<file path="config.mk">
export PLATFORM = sky130hd
export DESIGN_NAME = reg_file
export DESIGN_NICKNAME = d
export VERILOG_FILES = /design/src/rtl/reg_file.sv
export SDC_FILE = /design/constraint.sdc
export NUM_CORES = 2
export LEC_CHECK = 0
export BUFFER_PORTS_ARGS = -buffer_cell sky130_fd_sc_hd__buf_2
export CORE_UTILIZATION = 63
export CTS_CLUSTER_DIAMETER = 100
export DETAILED_ROUTE_END_ITERATION = 16
export GPL_ROUTABILITY_DRIVEN = 0
export PLACE_DENSITY = 0.85
export SYNTH_ARGS = -nofsm -noshare
export SYNTH_HDL_FRONTEND = slang
export SYNTH_SLANG_ARGS = --single-unit
export TNS_END_PERCENT = 100
</file>
<file path="constraint.sdc">
create_clock -name clk_in -period 87.5 [get_ports clk_in]
set_input_delay 8.75 -clock clk_in [delete_from_list [all_inputs] [get_ports clk_in]]
set_output_delay 8.75 -clock clk_in [all_outputs]
set_load 0.05 [all_outputs]
</file>
<file path="src/rtl/reg_file.sv">
// Architectural register file (x0-x31) with rename tags: records the ROB entry
// that will produce each pending register and resolves source operands.
module reg_file #(
    parameter int ROB_BIT = 4
) (
    input  logic               clk_in,
    input  logic               rst_in,
    input  logic               rdy_in,
    input  logic               clear_up,
    input  logic               issue_pollute,
    input  logic [4:0]         issue_reg_id,
    input  logic [ROB_BIT-1:0] issue_rob_entry,
    input  logic               rob_commit,
    input  logic [4:0]         commit_rd_reg_id,
    input  logic [ROB_BIT-1:0] commit_rob_entry,
    input  logic [31:0]        commit_value,
    input  logic [4:0]         rs1_id,
    input  logic [4:0]         rs2_id,
    output logic [ROB_BIT-1:0] get_rob_entry1,
    output logic [ROB_BIT-1:0] get_rob_entry2,
    input  logic               ready1,
    input  logic               ready2,
    input  logic [31:0]        value1,
    input  logic [31:0]        value2,
    output logic               rs1_busy,
    output logic               rs2_busy,
    output logic [31:0]        rs1_value,
    output logic [31:0]        rs2_value,
    output logic [ROB_BIT-1:0] rs1_rob_entry,
    output logic [ROB_BIT-1:0] rs2_rob_entry
);

    logic [31:0]        regs [0:31];
    logic [31:0]        busy;
    logic [ROB_BIT-1:0] tag  [0:31];

    // x0 is cleared on reset and never written, so it always reads zero / idle.
    always_ff @(posedge clk_in or posedge rst_in) begin
        if (rst_in) begin
            busy <= '0;
            for (int i = 0; i < 32; i++) begin
                regs[i] <= '0;
                tag[i]  <= '0;
            end
        end else if (rdy_in) begin
            for (int i = 1; i < 32; i++) begin
                if (rob_commit && commit_rd_reg_id == 5'(i))
                    regs[i] <= commit_value;
                if (clear_up) begin
                    busy[i] <= 1'b0;
                end else if (issue_pollute && issue_reg_id == 5'(i)) begin
                    busy[i] <= 1'b1;
                    tag[i]  <= issue_rob_entry;
                end else if (rob_commit && commit_rd_reg_id == 5'(i) && busy[i]
                             && tag[i] == commit_rob_entry) begin
                    busy[i] <= 1'b0;
                end
            end
        end
    end

    logic [1:0][4:0]         src;
    logic [1:0]              q_ready;
    logic [1:0][31:0]        q_value;
    logic [1:0]              out_busy;
    logic [1:0][31:0]        out_value;
    logic [1:0][ROB_BIT-1:0] out_tag;

    assign src     = {rs2_id, rs1_id};
    assign q_ready = {ready2, ready1};
    assign q_value = {value2, value1};

    generate
        for (genvar gi = 0; gi < 2; gi++) begin : g_port
            logic        busy_k;
            logic [31:0] value_k;

            // Resolution order: committed value, same-cycle commit, ROB broadcast, pending.
            always_comb begin
                busy_k  = 1'b0;
                value_k = '0;
                if (src[gi] != 5'd0) begin
                    if (!busy[src[gi]])
                        value_k = regs[src[gi]];
                    else if (rob_commit && commit_rob_entry == tag[src[gi]])
                        value_k = commit_value;
                    else if (q_ready[gi])
                        value_k = q_value[gi];
                    else
                        busy_k = 1'b1;
                end
            end

            assign out_busy[gi]  = busy_k;
            assign out_value[gi] = value_k;
            assign out_tag[gi]   = tag[src[gi]];
        end
    endgenerate

    assign get_rob_entry1 = out_tag[0];
    assign get_rob_entry2 = out_tag[1];
    assign rs1_rob_entry  = out_tag[0];
    assign rs2_rob_entry  = out_tag[1];
    assign rs1_busy       = out_busy[0];
    assign rs2_busy       = out_busy[1];
    assign rs1_value      = out_value[0];
    assign rs2_value      = out_value[1];

endmodule

</file>
==> results.cfg <==
[run_status]
status = complete, no violations

[route]
drt_iter0_markers = 7601
vias_per_cell = 7.78
drt-total-wl_um = 212000
wl_per_cell_um = 34.3
ant_nets = 0
vias = 48100
first_pass_iters = 7
remaining_drc_errors = 0

[floorplan]
rows = 116
start_util = 0.640
die_area_um2 = 104000
coreArea_um2 = 101000
ios = 214
chipHeight_um = 322
die_w_um = 322

[power_and_ir_drop]
leakage_nw = 30.6
peakVddDrop_mv = 0.0201
p_total_mw = 1.44
powerDensity_nw_per_um2 = 20.6

[clocking]
cts_root_buffer = clkbuf_16
cts_buffers = 113
cts_tree = done
post-cts-setup-buffers = 0
clk_latency_ns = 0.74
path_clk_slew_ns = 0.06
htreeDepth = 3
cts_resized = 0
cts.sinks = 1147
hold_buffers = 0
clk_path_buf_depth = 3

[cells_and_area]
area.growth.synth_to_final_pct = 8.38
fin_nets = 4857
final_layout_size_suffix_gt1_frac = 0.430
fin_util = 0.693

[sta]
finalMaxSlewViolations = 0
relSlewSlack = 0.139
fin_worst_skew_ns = 0.0135
layout_setup_ws_ns = 63.82
worstMarginPinSlew_ns = 1.29
rsz0062_at_grt = false
clock.fmax_ghz = 0.0422
fin_setup_tns_ns = 0
setup_viol = 0
min_period_over_period = 0.271
hold_violations = 0
min_period_ns = 23.68

[hold_path]
hold_path.class = reg2reg

[logic_synthesis]
synth_top_area_frac = 0.445
synthArstFlopShare = 1.00
ys_types = 73
synth_area_leaders = dfrtp_1 (45%), mux4_2 (21%), mux2_2 (16%)
synth_ff_type = dfrtp_1
yosysMostFrequentCell = dfrtp_1
yosys_warnings = 37
synth_edf_count = 0
yosysTopAreaCell = dfrtp_1
yosys-top-cells-count = dfrtp_1 (1147), mux2_2 (887), mux4_2 (595)
syn_avg_cell_area_um2 = 13.3
syn-instance-count = 4839
seq_area_frac_synth = 0.445
mappedNetlistArea_um2 = 64400
synth-seq-cells = 1147
synth_fp_nets = 4971

[critical_path]
required_ns = 78.75
worstPathMaxFanout = 75
path_class = in2out
crit_path_start_kind = input port
arrival_ns = 14.93
end_kind = output port

[place]
pre_cts_slack_ns = 63.31
io_buffer_count = 213
hpwlAfterDp_um = 123000

[global_routing]
grt_max_degree = 181
grt_util_met1 = 0.528
grt_pass1_wl_um = 317000
overflow = 0
antenna_found_initial = 17
met2_usage = 0.601
grt_usage = 0.417
grt_pass1_vias = 48900
grtUsageMet3 = 0.164
grt.busiest_layer = met2

[flow_run]
drv_cap = 0
==> report_power, final <==
| part | internal (mW) | leakage (nW) | switching (mW) |
|---|---|---|---|
| Combinational | 0.137 | 13.4 | 0.145 |
| Clock | 0.289 | 1.88 | 0.217 |
| Sequential | 0.596 | 15.3 | 0.0565 |
| Total | 1.02 | 30.6 | 0.419 |
==> final cells by class <==
class | count | area, um^2
Clock buffer | 170 | 3410
Sequential cell | 1147 | 28700
Multi-Input combinational cell | 3124 | 33600
Clock inverter | 35 | 424
Timing Repair Buffer | 299 | 1840
Inverter | 40 | 160
Fill cell | 6363 | 30900
Antenna cell | 13 | 32.5
Tap cell | 1357 | 1700
==> cell usage in the layout, fill, tap and decap left out, types with 37 or more instances in the layout <==
cell       Yosys  layout
dfrtp_1     1147    1147
mux2_2       887     887
mux4_2       595     595
nand2_1      415     409
o21ai_0      302     302
buf_2         84     203
clkbuf_16      0     115
nor2_1       124     110
xor2_1        85      85
buf_4         18      85
nor4_1        50      50
nand3_1       54      50
mux2i_1       48      47
xnor2_1       43      43
a21oi_1       42      42
a31o_2        40      40
a221oi_1      37      37
==> path summary, 6_finish.rpt <==
kind / startpoint / end / slack [ns] / cells after the start
setup / recovery: rs2_id[0] / rs2_value[28] / 63.82 / 13
hold / removal: regs[737]$_DFFE_PP0P_ / regs[737]$_DFFE_PP0P_ / 0.51 / 2
setup reg to reg: tag[57]$_DFFE_PP0P_ / busy[17]$_DFFE_PP0P_ / 85.86 / 4
hold reg to reg: regs[737]$_DFFE_PP0P_ / regs[737]$_DFFE_PP0P_ / 0.51 / 2
max in group asynchronous: rst_in / regs[597]$_DFFE_PP0P_ / 75.15 / 6
min in group asynchronous: rst_in / regs[545]$_DFFE_PP0P_ / 8.22 / 2
==> routing by layer <==
| metal | wire, um | vias up |
|---|---|---|
| met5 | 80 | - |
| met4 | 16600 | 12 |
| met3 | 32300 | 1182 |
| met2 | 91900 | 4233 |
| met1 | 71400 | 24500 |
| li1 | - | 18200 |
==> worst max-delay path, stage by stage <==
cell	delay, ns
buf_8	0.64
buf_4	0.89
buf_4	0.90
mux4_2	0.60
nor4b_1	0.34
nor3_1	0.14
a21oi_1	0.20
o21a_2	0.16
buf_4	0.42
nand3_2	0.49
buf_12	0.35
o311ai_1	0.53
buf_2	0.36
==> registers in the layout, summed over array words and instances (netlist names) <==
signal,count
busy,31
regs,992
tag,124
==> kinds of logic after synthesis <==
family	Yosys count	share of synthesized area
flip-flops	1147	0.445
AO/OA/AOI/OAI	673	0.0712
buffers and inverters	568	0.0381
AND/OR/NAND/NOR	784	0.0548
XOR/XNOR	129	0.0177
multiplexers	1538	0.373
==> stage by stage <==
stage | hold WS, ns | cell area, um^2 | std cells
floorplan | 0.460 | 64400 | 4839
global placement | 0.474 | 65900 | 5966
detailed placement | 0.487 | 65900 | 5966
CTS | 0.501 | 69800 | 6171
global route | 0.528 | 69800 | 6173
finish | 0.505 | 69800 | 6185
(Power assumes the default switching activity.)
